## src/rtl/imc_pkg.sv

```systemverilog
// Shared types and sizes for the bit-serial IMC datapath.
package imc_pkg;
   localparam int N_LANES = 16;
   localparam int N_BANKS = 4;
   localparam int W_BITS  = 4;
   localparam int SUM_W   = 8;

   typedef logic [SUM_W-1:0] bank_sum_t;

   typedef enum logic {
      IDLE = 1'b0,
      ACC  = 1'b1
   } acc_state_t;
endpackage

```

## src/rtl/bank_adder_tree.sv

```systemverilog
// Combinational 16-input unsigned adder tree reducing one bank of 4-bit partial
// products to an 8-bit sum (maximum 16 * 15 = 240).
module bank_adder_tree
   import imc_pkg::*;
(
   input  logic [W_BITS-1:0] prod_i [N_LANES],
   output bank_sum_t         sum_o
);

   logic [4:0] lvl1 [8];
   logic [5:0] lvl2 [4];
   logic [6:0] lvl3 [2];

   // Each level is one bit wider than the previous, so no level can overflow.
   for (genvar i = 0; i < 8; i++) begin : g_lvl1
      assign lvl1[i] = {1'b0, prod_i[2*i]} + {1'b0, prod_i[2*i+1]};
   end
   for (genvar i = 0; i < 4; i++) begin : g_lvl2
      assign lvl2[i] = {1'b0, lvl1[2*i]} + {1'b0, lvl1[2*i+1]};
   end
   for (genvar i = 0; i < 2; i++) begin : g_lvl3
      assign lvl3[i] = {1'b0, lvl2[2*i]} + {1'b0, lvl2[2*i+1]};
   end

   assign sum_o = {1'b0, lvl3[0]} + {1'b0, lvl3[1]};

endmodule

```

## src/rtl/bitserial_accumulator.sv

```systemverilog
// Bit-serial shift-accumulator: reduces each bank per plane and accumulates MSB-first
// across ACT_BITS planes. Define SIGNED_ACT_EN for two's-complement activations.
//
// state | meaning
// IDLE  | waiting for the MSB plane (in_first=1) of a frame
// ACC   | accumulating planes 2..ACT_BITS of the current frame
module bitserial_accumulator
   import imc_pkg::*;
#(
   parameter int ACT_BITS = 8,
   parameter int ACC_W    = 16
)(
   input  logic               clk,
   input  logic               rst_n,
   input  logic               in_valid,
   input  logic               in_first,
   output logic               in_ready,
   input  logic [W_BITS-1:0]  mul_result [63:0],
   output logic               out_valid,
   input  logic               out_ready,
   output logic [ACC_W-1:0]   acc_out [3:0]
);

   localparam int CNT_W = $clog2(ACT_BITS + 1);
   localparam logic [CNT_W-1:0] LAST_CNT = CNT_W'(ACT_BITS - 1);

   acc_state_t        state_q, state_d;
   logic [CNT_W-1:0]  cnt_q, cnt_d;
   logic [ACC_W-1:0]  acc_q [N_BANKS];
   logic [ACC_W-1:0]  acc_d [N_BANKS];
   logic [ACC_W-1:0]  acc_out_q [N_BANKS];
   logic [ACC_W-1:0]  acc_out_d [N_BANKS];
   logic              out_valid_q, out_valid_d;

   logic [W_BITS-1:0] bank_prod [N_BANKS][N_LANES];
   bank_sum_t         bank_sum  [N_BANKS];
   logic [ACC_W-1:0]  acc_load  [N_BANKS];
   logic [ACC_W-1:0]  acc_shift [N_BANKS];

   logic              final_pending;
   logic              accept;
   logic              capture;

   for (genvar b = 0; b < N_BANKS; b++) begin : g_bank
      for (genvar l = 0; l < N_LANES; l++) begin : g_lane
         assign bank_prod[b][l] = mul_result[N_LANES*b + l];
      end

      bank_adder_tree u_tree (
         .prod_i (bank_prod[b]),
         .sum_o  (bank_sum[b])
      );

`ifdef SIGNED_ACT_EN
      // The MSB plane of a two's-complement activation carries weight -2^(ACT_BITS-1).
      assign acc_load[b]  = ACC_W'(0) - ACC_W'(bank_sum[b]);
`else
      assign acc_load[b]  = ACC_W'(bank_sum[b]);
`endif
      assign acc_shift[b] = (acc_q[b] << 1) + ACC_W'(bank_sum[b]);
   end

   // With a single plane per frame every first plane is also the final one.
   assign final_pending = (ACT_BITS == 1) ? 1'b1 : ((state_q == ACC) && (cnt_q == LAST_CNT));
   assign in_ready      = !(out_valid_q && !out_ready && final_pending);
   assign accept        = in_valid && in_ready;

   always_comb begin
      state_d     = state_q;
      cnt_d       = cnt_q;
      acc_d       = acc_q;
      acc_out_d   = acc_out_q;
      out_valid_d = out_valid_q;
      capture     = 1'b0;

      if (out_valid_q && out_ready) begin
         out_valid_d = 1'b0;
      end

      if (accept) begin
         if (in_first) begin
            acc_d = acc_load;
            if (ACT_BITS == 1) begin
               capture = 1'b1;
               state_d = IDLE;
               cnt_d   = '0;
            end else begin
               state_d = ACC;
               cnt_d   = CNT_W'(1);
            end
         end else if (state_q == ACC) begin
            acc_d = acc_shift;
            if (cnt_q == LAST_CNT) begin
               capture = 1'b1;
               state_d = IDLE;
               cnt_d   = '0;
            end else begin
               cnt_d = cnt_q + CNT_W'(1);
            end
         end
      end

      if (capture) begin
         acc_out_d   = acc_d;
         out_valid_d = 1'b1;
      end
   end

   always_ff @(posedge clk or negedge rst_n) begin
      if (!rst_n) begin
         state_q     <= IDLE;
         cnt_q       <= '0;
         out_valid_q <= 1'b0;
         for (int b = 0; b < N_BANKS; b++) begin
            acc_q[b]     <= '0;
            acc_out_q[b] <= '0;
         end
      end else begin
         state_q     <= state_d;
         cnt_q       <= cnt_d;
         out_valid_q <= out_valid_d;
         for (int b = 0; b < N_BANKS; b++) begin
            acc_q[b]     <= acc_d[b];
            acc_out_q[b] <= acc_out_d[b];
         end
      end
   end

   assign out_valid = out_valid_q;
   for (genvar b = 0; b < N_BANKS; b++) begin : g_out
      assign acc_out[b] = acc_out_q[b];
   end

endmodule
```

## config.mk

```make
export PLATFORM = sky130hd
export DESIGN_NAME = bitserial_accumulator
export DESIGN_NICKNAME = d
export VERILOG_FILES = /design/src/rtl/imc_pkg.sv /design/src/rtl/bank_adder_tree.sv /design/src/rtl/bitserial_accumulator.sv
export SDC_FILE = /design/constraint.sdc
export NUM_CORES = 1
export LEC_CHECK = 0
export BUFFER_PORTS_ARGS = -buffer_cell sky130_fd_sc_hd__buf_2
export CAP_MARGIN = 20
export CORE_ASPECT_RATIO = 0.75
export CORE_MARGIN = 2
export CORE_UTILIZATION = 60
export DETAILED_ROUTE_END_ITERATION = 6
export GPL_ROUTABILITY_DRIVEN = 0
export GPL_TIMING_DRIVEN = 0
export PLACE_DENSITY = 0.88
export SYNTH_ARGS = -nofsm -noshare
export SYNTH_HDL_FRONTEND = slang
export SYNTH_HIERARCHICAL = 1
export SYNTH_SLANG_ARGS = --single-unit
```

## constraint.sdc

```tcl
create_clock -name clk -period 6.21 [get_ports clk]
set_input_delay 0 -clock clk [delete_from_list [all_inputs] [get_ports clk]]
set_output_delay 0 -clock clk [all_outputs]
set_load 0.02 [all_outputs]
```

==> flow_summary.json <==
{
  "die_h_um": 133.4,
  "fin_skew_ns": 0.009571,
  "cts_buffers": 17,
  "worst_r2r_startpoint": "acc_q[32]",
  "final_cell_mix": "inv_1 (339), buf_2 (339), fa_1 (212)",
  "io_pins": 327,
  "synth_top_area_frac": 0.3168,
  "route.vias.total": 11070,
  "cp_slowest_cell": "fa_1",
  "path_clk_slew_ns": 0.06,
  "cts_tree": "yes",
  "num-fill-cells": 1528,
  "hold_class": "input port to flop",
  "async_reset_ff_frac": 1.000,
  "path_cells": "buf_2 -> inv_1 -> fa_1 -> inv_1 -> fa_1 -> fa_1 -> fa_1 -> fa_1 -> inv_1 -> fa_1 -> inv_1 -> ha_1 -> a211oi_1 -> or4b_1 -> o2111ai_1 -> ha_1 -> o21a_1 -> o21ai_0 -> a31oi_1 -> nand4_1 -> xor2_1 -> o21ai_0",
  "synth_fp_nets": 1928,
  "cpMostUsedCell": "fa_1",
  "insertion_delay_ns": 0.43,
  "ys_top_cells_by_area": "fa_1 (32%), dfrtp_1 (24%), inv_1 (9.5%)",
  "dieWidth_um": 176.5,
  "area_delta_synth_final_pct": 19.97,
  "worstMarginPinSlew_ns": 0.7488,
  "startpoint": "mul_result[191]",
  "grt_max_degree": 102,
  "cp-start-kind": "input port",
  "synth_area_leader_cell": "fa_1",
  "nNetsFinal": 2280,
  "dieArea_um2": 23550,
  "yosysUniqueCellTypes": 59,
  "ff2ff_path_depth": 8,
  "grt_util_all_layers": 0.3101,
  "finish.utilization": 0.7307,
  "cap_viol_max_count": 0,
  "grt_remaining_overflow": 0,
  "seq_area_frac_synth": 0.2428,
  "crit_type": "input port to flop",
  "syn_area_per_cell_um2": 9.865,
  "endpoint_kind": "flop",
  "whs_path_depth": 3,
  "vias_per_cell": 5.488,
  "antenna_found_initial": 1,
  "drt-total-wl_um": 34850,
  "wl_per_cell_um": 17.27,
  "yosys_warnings": 6,
  "setup_viol_count_final": 0,
  "slew_viol_final": 0,
  "h-tree-depth": 4,
  "drive_gt1_frac": 0.2391,
  "fmax_mhz": 168.0,
  "cts_root_buf": "clkbuf_16",
  "grt_pass1_vias": 12030,
  "crit_required_ns": 6.49,
  "finalHoldViolations": 0,
  "cp_slowest_stage_delay_ns": 0.55,
  "cts_buffer_depth": 2,
  "port_buffers": 326,
  "ant_nets": 0,
  "core-area_um2": 21990,
  "period_minus_slack_ns": 5.953,
  "rows": 47,
  "yosys_most_used_dff": "dfrtp_1",
  "relSlewSlack": 0.5008,
  "hpwl_um": 28470,
  "drc": 0,
  "syn_area_um2": 13400,
  "worstPathMaxFanout": 5,
  "first_pass_iters": 6,
  "syn_inst": 1358,
  "start_util": 0.6091,
  "grt_pass1_wl_um": 57130,
  "status": "finished clean",
  "synth_edf_count": 0,
  "cts_sinks": 130,
  "hp-start": "mul_result[64]",
  "finalCritPeriodShare": 0.9586,
  "drtIter0Drc": 878,
  "rsz0062_at_grt": "no",
  "arrival_ns": 6.24,
  "ys_ff_latch": 130
}
-- worst max-delay path, delay by kind of cell --
| family | cells | cell delay [ns] |
|---|---|---|
| fa+ha+maj | 8 | 3.99 |
| compound gates | 6 | 1.36 |
| simple gates | 2 | 0.34 |
| buf+inv | 5 | 0.30 |
| xor+xnor | 1 | 0.23 |
-- timing repair --
item	in CTS	in global routing
gates resized for setup	0	2
endpoints found under the setup margin	0	10
buffers inserted	0	0
hold buffers	6	0
hold endpoints to repair	135	0
-- per-stage QoR --
stage          hold slack [ns]  cell area (um^2)  worst slack, ns  std cells  TNS [ns]
2_1_floorplan          -0.2956             13400           0.4605       1358         0
3_3_place_gp            0.3522             15400         -0.02187       1978  -0.02187
3_5_place_dp           -0.1037             15430         -0.09063       1979   -0.7357
4_1_cts              0.0008838             16060           0.2836       2017         0
5_1_grt                0.01717             16070          0.02184       2018         0
6_report               0.01029             16070           0.2569       2018         0
-- final timing paths --
check / end / slack, ns
setup / recovery: acc_out[46] / 0.26
hold / removal: acc_q[32] / 0.01
setup reg to reg: acc_q[43] / 3.66
hold reg to reg: acc_out[44] / 0.48
max in group asynchronous: acc_out[4] / 5.40
min in group asynchronous: acc_out[28] / 0.02
-- flip-flops by register name (all words and copies together) (netlist names) --
signal	count
out_valid	1
state_q	1
cnt_q	4
acc_q	60
acc_out	64
-- layer usage --
metal / part of all wire / vias up / routed length, um / global-route usage
met3: 0.099 / 138 / 3443 / 0.07934
met4: 0.042 / 0 / 1462 / 0.1253
met1: 0.37 / 5374 / 12920 / 0.3823
met2: 0.49 / 601 / 17020 / 0.5245
li1: - / 4961 / - / -
met5: 0 / - / 0 / 0
-- layout make-up --
cell class                      instances  area (um^2)  area share
Sequential cell                       130         3253      0.2024
Buffer                                 28        152.6    0.009498
Tap cell                              294        367.9     0.02289
Inverter                              339         1272     0.07917
Multi-Input combinational cell        861         8727      0.5430
Antenna cell                            1        2.502   0.0001557
Timing Repair Buffer                  333         1725      0.1074
Clock buffer                           18        439.2     0.02733
Clock inverter                         14        131.4    0.008174
-- synthesized netlist by cell type (all sizes together) (4+ instances only) --
cell / number
clkbuf: 7
inv: 339
nor3: 5
o2111ai: 5
nand4: 5
nor2b: 4
dfrtp: 130
a31oi: 8
nand3: 15
o31ai: 5
mux2: 9
buf: 21
xnor2: 31
fa: 212
and3: 6
nor2: 68
o21ai: 75
a21oi: 61
nand2: 123
o221a: 4
ha: 97
a21o: 18
o22ai: 16
a211oi: 8
o32a: 4
a22oi: 6
a22o: 5
o21a: 7
xor2: 30
and3b: 6
o211ai: 7
or4b: 4
-- cell families after synthesis --
logic type,synth area share
buffers and inverters,0.1064
adder cells (fa/ha/maj),0.4074
AND/OR/NAND/NOR,0.08247
AO/OA/AOI/OAI,0.1124
flip-flops,0.2428
XOR/XNOR,0.03988
multiplexers,0.008686
Power is not shown: default switching activity piles up to over one toggle a cycle in this logic, so the estimate is an artifact.
